`config.mk`:
```
export PLATFORM = sky130hd
export DESIGN_NAME = dma_transfer_ctrl
export DESIGN_NICKNAME = d
export VERILOG_FILES = /design/src/rtl/dma_transfer_ctrl.sv
export SDC_FILE = /design/constraint.sdc
export NUM_CORES = 1
export LEC_CHECK = 0
export CORE_MARGIN = 3
export CORE_UTILIZATION = 50
export CTS_CLUSTER_DIAMETER = 200
export DETAILED_ROUTE_END_ITERATION = 16
export HOLD_SLACK_MARGIN = 0.05
export PLACE_DENSITY = 0.88
export RECOVER_POWER = 50
export SLEW_MARGIN = 15
export SYNTH_ARGS = -nofsm -noshare
export SYNTH_HDL_FRONTEND = slang
export SYNTH_SLANG_ARGS = --single-unit
```
`constraint.sdc`:
```
create_clock -name clk -period 2.2 [get_ports clk]
set_input_delay 0.22 -clock clk [delete_from_list [all_inputs] [get_ports clk]]
set_output_delay 0.22 -clock clk [all_outputs]
set_load 0.02 [all_outputs]
```
`src/rtl/dma_transfer_ctrl.sv`:
```
// Single-channel word-copy DMA engine: range-checks a request, then moves words
// one read/write pair at a time while it owns the memory bus.
module dma_transfer_ctrl #(
  parameter int LAST_ADDR = 190,
  parameter int RSVD_ADDR = 191
) (
  input  logic        clk,
  input  logic        reset,
  input  logic        start,
  input  logic [7:0]  src_addr,
  input  logic [7:0]  dst_addr,
  input  logic [7:0]  count,
  output logic        bus_req,
  input  logic        bus_grant,
  output logic [8:0]  mem_index,
  output logic        mem_wr,
  output logic [31:0] mem_wdata,
  input  logic [31:0] mem_rdata,
  output logic        busy,
  output logic        done,
  output logic        error
);

  typedef enum logic [2:0] {IDLE, REQ, RD, WR, FIN} state_t;

  // The bookkeeping word must stay out of reach even if the parameters are mis-set.
  localparam int         LIMIT  = (LAST_ADDR < RSVD_ADDR) ? LAST_ADDR : RSVD_ADDR - 1;
  localparam logic [8:0] LIMIT9 = 9'(LIMIT);

  state_t      state_q, state_d;
  logic [7:0]  sp, dp, cnt;
  logic [31:0] data_q;
  logic        err_q;

  logic [8:0]  src_end, dst_end;
  logic        reject;

  // 9-bit end addresses so a range that wraps past 255 is seen as out of range.
  assign src_end = {1'b0, src_addr} + {1'b0, count} - 9'd1;
  assign dst_end = {1'b0, dst_addr} + {1'b0, count} - 9'd1;
  assign reject  = (count != 8'd0) && ((src_end > LIMIT9) || (dst_end > LIMIT9));

  always_comb begin
    state_d = state_q;
    case (state_q)
      IDLE: if (start) begin
        if (count == 8'd0)
          state_d = FIN;
        else if (!reject)
          state_d = REQ;
      end
      REQ:  if (bus_grant) state_d = RD;
      RD:   state_d = bus_grant ? WR : REQ;
      WR: begin
        if (cnt == 8'd1)
          state_d = FIN;
        else
          state_d = bus_grant ? RD : REQ;
      end
      FIN:     state_d = IDLE;
      default: state_d = IDLE;
    endcase
  end

  always_ff @(posedge clk or posedge reset) begin
    if (reset) begin
      state_q <= IDLE;
      sp      <= 8'd0;
      dp      <= 8'd0;
      cnt     <= 8'd0;
      data_q  <= 32'd0;
      err_q   <= 1'b0;
    end else begin
      state_q <= state_d;
      err_q   <= (state_q == IDLE) && start && reject;
      if (state_q == IDLE && start) begin
        sp  <= src_addr;
        dp  <= dst_addr;
        cnt <= count;
      end
      if (state_q == RD)
        data_q <= mem_rdata;
      // The write always lands, so pointers advance even if the grant just dropped.
      if (state_q == WR) begin
        sp  <= sp + 8'd1;
        dp  <= dp + 8'd1;
        cnt <= cnt - 8'd1;
      end
    end
  end

  always_comb begin
    bus_req   = (state_q == REQ) || (state_q == RD) || (state_q == WR);
    busy      = (state_q != IDLE);
    done      = (state_q == FIN);
    error     = err_q;
    mem_index = 9'h000;
    mem_wr    = 1'b0;
    mem_wdata = 32'h0;
    if (state_q == RD) begin
      mem_index = {1'b1, sp};
    end else if (state_q == WR) begin
      mem_index = {1'b1, dp};
      mem_wr    = 1'b1;
      mem_wdata = data_q;
    end
  end

endmodule

```
Word-level counts from Yosys, hierarchy flattened
Index checks and enable logic that the tools add are counted.

operators by class
  reduce and logical (&&, ||, !) cells = 12
  multiplexer cells = 20
  order comparisons = 2
  equal/unequal tests = 8
  $add $sub $neg = 7

operators with widths
  cell                                                 count
  2-to-1 mux 32 bit                                    2
  2-to-1 mux 8 bit                                     6
  adder 8 x 8 -> 9 bit                                 2
  > comparator 9 x 8 -> 1 bit, second input constant   2
  2-to-1 mux 9 bit                                     2
  subtractor 9 x 1 -> 9 bit, second input constant     2
  adder 8 x 1 -> 8 bit, second input constant          2
  2-to-1 mux 3 bit                                     5
  one-hot mux 3 bit (4 select lines)                   1
  equality test 8 x 1 -> 1 bit, second input constant  1
  zero test 8 bit                                      1
  nonzero test 8 bit                                   1
  subtractor 8 x 1 -> 8 bit, second input constant     1
  equality test 3 x 2 -> 1 bit, second input constant  2
  2-to-1 mux 2 bit                                     2
  inequality test 2 bit, second input constant         2
  equality test 3 x 1 -> 1 bit, second input constant  1
  equality test 3 bit, second input constant           1
  logical AND 1 bit                                    3
  zero test 3 bit                                      1
  logical OR 1 bit                                     3
  inequality test 3 bit, second input constant         1
  AND reduction 3 bit                                  1
  nonzero test 3 bit                                   1
  other kinds (2)                                      3

storage, ports and cells
  output and inout port bits = 46
  register bits = 60
  bits of input ports = 60
  logic and storage cells = 55

Longest topological paths before layout
  depth in word-level cells = 9
  depth in mapped cells = 11
  depth with buffers taken out = 11

Worst setup path before layout
No wires, ideal clock.

  kind = input -> register
  start = in count[1]
  end = reg err_q, in the netlist error
  data required time = 2.071 ns
  stages on the path = 11
  setup slack = -0.144 ns
  library setup time = 0.129 ns
  buffers on the path = 0
  data arrival time = 2.214 ns
  cell sequence = inv_1 -> ha_1 -> inv_1 -> ha_1 -> fa_1 -> a211oi_1 -> o21bai_1 -> a21oi_1 -> xor2_1 -> nor2_1 -> o41a_1

between the ends
  word-level cells in the longest chain between the ends = 6
  elaborated cells between the ends (all ways) = 10
  classes of those cells = add/sub (4); order compare (2); reduce/logical (4)

ends and longest elaborated chain
  what                                                 RTL line  text
  start, declared                                      12        input logic [7:0] count,
  adder 8 x 8 -> 9 bit, on equally long branches       39, 40
  subtractor 9 x 1 -> 9 bit, on equally long branches  39, 40
  > comparator 9 x 8 -> 1 bit                          41        assign reject = (count != 8'd0) && ((src_end > LIMIT9) || (dst_end > LIMIT9));
  logical OR 1 bit                                     41
  logical AND 1 bit (*)                                41
  logical AND 1 bit (*)                                75        err_q <= (state_q == IDLE) && start && reject;
  end signal, assigned                                 75
  end, declared                                        33        logic err_q;

Mark *: on every way between the ends. The rest lies on a longest branch, timed or not.
A chain may end at the register's enable or synchronous reset.

Final worst setup path
  start = in dst_addr[3]
  end = reg err_q, in the netlist error

between the ends
  word-level cells in the longest chain between the ends = 6

ends and longest elaborated chain
  what                         RTL line  text
  start, declared              11        input logic [7:0] dst_addr,
  adder 8 x 8 -> 9 bit         40        assign dst_end = {1'b0, dst_addr} + {1'b0, count} - 9'd1;
  subtractor 9 x 1 -> 9 bit    40
  > comparator 9 x 8 -> 1 bit  41
  logical OR 1 bit             41
  logical AND 1 bit            41
  logical AND 1 bit            75

Every way passes these cells.

==> out/metrics.csv <==
metric,value,unit
clock sinks,60,
H-tree Lvls,3,
IO buf count,105,
hold slack,209,ps
peak supply drop,0.610,mV
layout net count,699,
Row Count,32,
critical register-to-register path startpoint,state_q[2],
Hold WC Path Type,in2reg,
worst skew pair latency,340,ps
initial antenna violation count,0,
CTS Root Cell,clkbuf_8,
Leak,2.83,nW
placer's final routability congestion estimate,0.962,
"Async S/R FF share, synth",100,%
final non-filler cell area,0.00614,sq mm
vias,4318,
FMAX,415,MHz
Inserted Clock Buffers,9,
Detailed Route WL,14100,um
Period minus WS final,2410,ps
Main synth FF type,dfrtp_1,
fraction of layout instances using a drive strength above 1,30.8,%
most common cell in the netlist,inv_1,
DP Worst Slack,-785,ps
Yosys warning count,0,
fin. max-slew vios,0,
DRC violations left,0,
number of synthesized flops with an enable pin,0,
Syn Nets,533,
Post-Syn Area,0.00406,sq mm
Worst-path clk slew,80,ps
fin worst setup slack,-211,ps
largest net degree at the start of global routing,34,
TritonCTS clock tree,done,
Critical Path Source,dst_addr[3],
WP data arrival,2590,ps
Area growth syn-to-layout,51.1,%
number of setup violations in the final report,2,
Worst path max stage delay,510,ps
outcome,finished with violations,
GRT Util Overall,29.6,%
Starting DRT DRC Count,400,
Ports,106,
syn avg cell area,9.30,sq um
WS Path Type,in2reg,
Crit path top cell by count,ha_4,
Final Cycle Share,110,%
Filler Cells Inserted,478,
crit-path max FO,7,
Routed WL per cell,19.9,um
Storage cell area,0.00150,sq mm
width of the die,96.1,um
RSZ-0062 raised after global routing,yes,
number of global-route vias before repair,4379,
Crit path required time,2380,ps
setup TNS,-319,ps
Post-DP HPWL,9220,um
"top cells by area, synth","dfrtp_1 (37%), ha_1 (10%), mux2_2 (8.9%)",
Power Total,5.95,mW
failing checks,setup timing,
final global-route overflow total,0,
Antenna Violating Nets Remaining,0,
Pwr per Cell Area,969,mW/mm^2
worst slew pin tran,1240,ps
MaxCap Viol Count,0,
"flops & latches, synth",60,
router iterations before antenna repair,5,
crit-path cells,"dlygate4sd2_1, inv_2, ha_4, inv_1, ha_4, a21oi_2, o21bai_1, or3_1, a211oi_2, nor2_1, o41a_1",
Die Ht,96.1,um
drt via density,6.08,
final hold violations,0,
Placed Area,0.00566,sq mm
Fin Clk Skew,12.7,ps
min-delay src,dst_addr[4],
register area share after synthesis,37.0,%
top cell type's share of synthesized area,37.0,%
Yosys cell types,57,
Post-Synthesis Cells,437,
ant diodes,0,
clock tree buffer depth,2,
Crit-path slowest cell,o41a_1,
Initial Util,52.0,%
commonest cells in the netlist,"inv_1 (63), dfrtp_1 (60), and2_1 (34), ha_1 (34), nor2_1 (34)",
area of the multi-input gates,0.00259,sq mm
critical path endpoint category,flop,
critical path launch point type,input pin,
largest area contributor in the netlist,dfrtp_1,
core footprint,0.00781,sq mm
first-pass GRT wire length,21100,um
Die Area,0.00924,sq mm
Max-slew headroom,17.2,%
==> worst max-delay path: cells and delay by family <==
family,cells,cell delay [ps]
compound gates,4,1070
fa+ha+maj,2,400
buf+inv,3,380
simple gates,2,520
==> stage by stage <==
| stage | util (%) | cells |
|---|---|---|
| floorplan | - | 437 |
| global placement | 72.5 | 676 |
| finish | 78.6 | 710 |
| CTS | 77.7 | 704 |
| detailed placement | 72.5 | 676 |
| global route | 78.6 | 710 |
==> registers in the layout (all words and copies together) (netlist names) <==
name and cells:
sp 8, data_q 32, error 1, state_q 3, dp 8, cnt 8
==> layout make-up <==
class,instances,share of cell area [%]
clock buffer,9,2.02
multi-input combinational,297,42.2
sequential,60,24.5
clock inverter,7,1.22
inverter,63,4.10
tap,102,2.08
timing repair buffer,172,23.9
==> metal layers <==
metal | track usage (%) | routed length (um) | vias up
met3 | 7.19 | 1620 | 101
met5 | 0 | 0 | -
met1 | 34.6 | 4930 | 1991
met4 | 18.0 | 1090 | 0
li1 | - | - | 1861
met2 | 48.6 | 6490 | 365
==> placed cells by master, fill, tap and decap left out, types with 6 or more instances in the layout <==
cell and n:
nand2_1 21, clkbuf_1 6, clkdlybuf4s15_1 7, and2_1 33
nor2_1 33, ha_1 14, o21ai_0 11, clkbuf_8 9
mux2_2 32, mux2i_1 8, clkbuf_2 9, nor3_1 6
clkdlybuf4s50_1 49, ha_4 20, a211oi_1 8, inv_2 24
inv_1 34, a21oi_1 17, dlygate4sd2_1 34, dfrtp_1 59
nand3_1 8, buf_4 57
==> power by group <==
part / internal (mW) / switching, mW / total (mW)
combinational: 1.36 / 1.43 / 2.78
clock: 0.529 / 0.506 / 1.03
sequential: 1.64 / 0.490 / 2.13
==> final timing paths <==
check                      cells after the start  slack, ps         end
setup / recovery                              11       -210       error
hold / removal                                 3        210       dp[4]
setup reg to reg                               7         40       sp[6]
hold reg to reg                                1        500   data_q[1]
max in group asynchronous                      3        210  state_q[0]
min in group asynchronous                      2        380  data_q[29]
==> cells by family after synthesis <==
family / share of synthesized area [%]
xor gates and xnor gates: 1.51
buffers and inverters: 7.85
AOI/OAI and AO/OA: 14.5
adders and majority gates: 11.5
muxes: 10.8
DFF: 37.0
and+or+nand+nor: 16.8
==> repair_timing <==
action	in CTS	in global routing
gates resized for setup	105	48
pin swaps	31	25
setup endpoints to repair	36	12
hold buffers	0	0
endpoints found under the hold margin	0	0
buffers inserted	12	6
No activity file was read; power rests on OpenSTA's default activity.
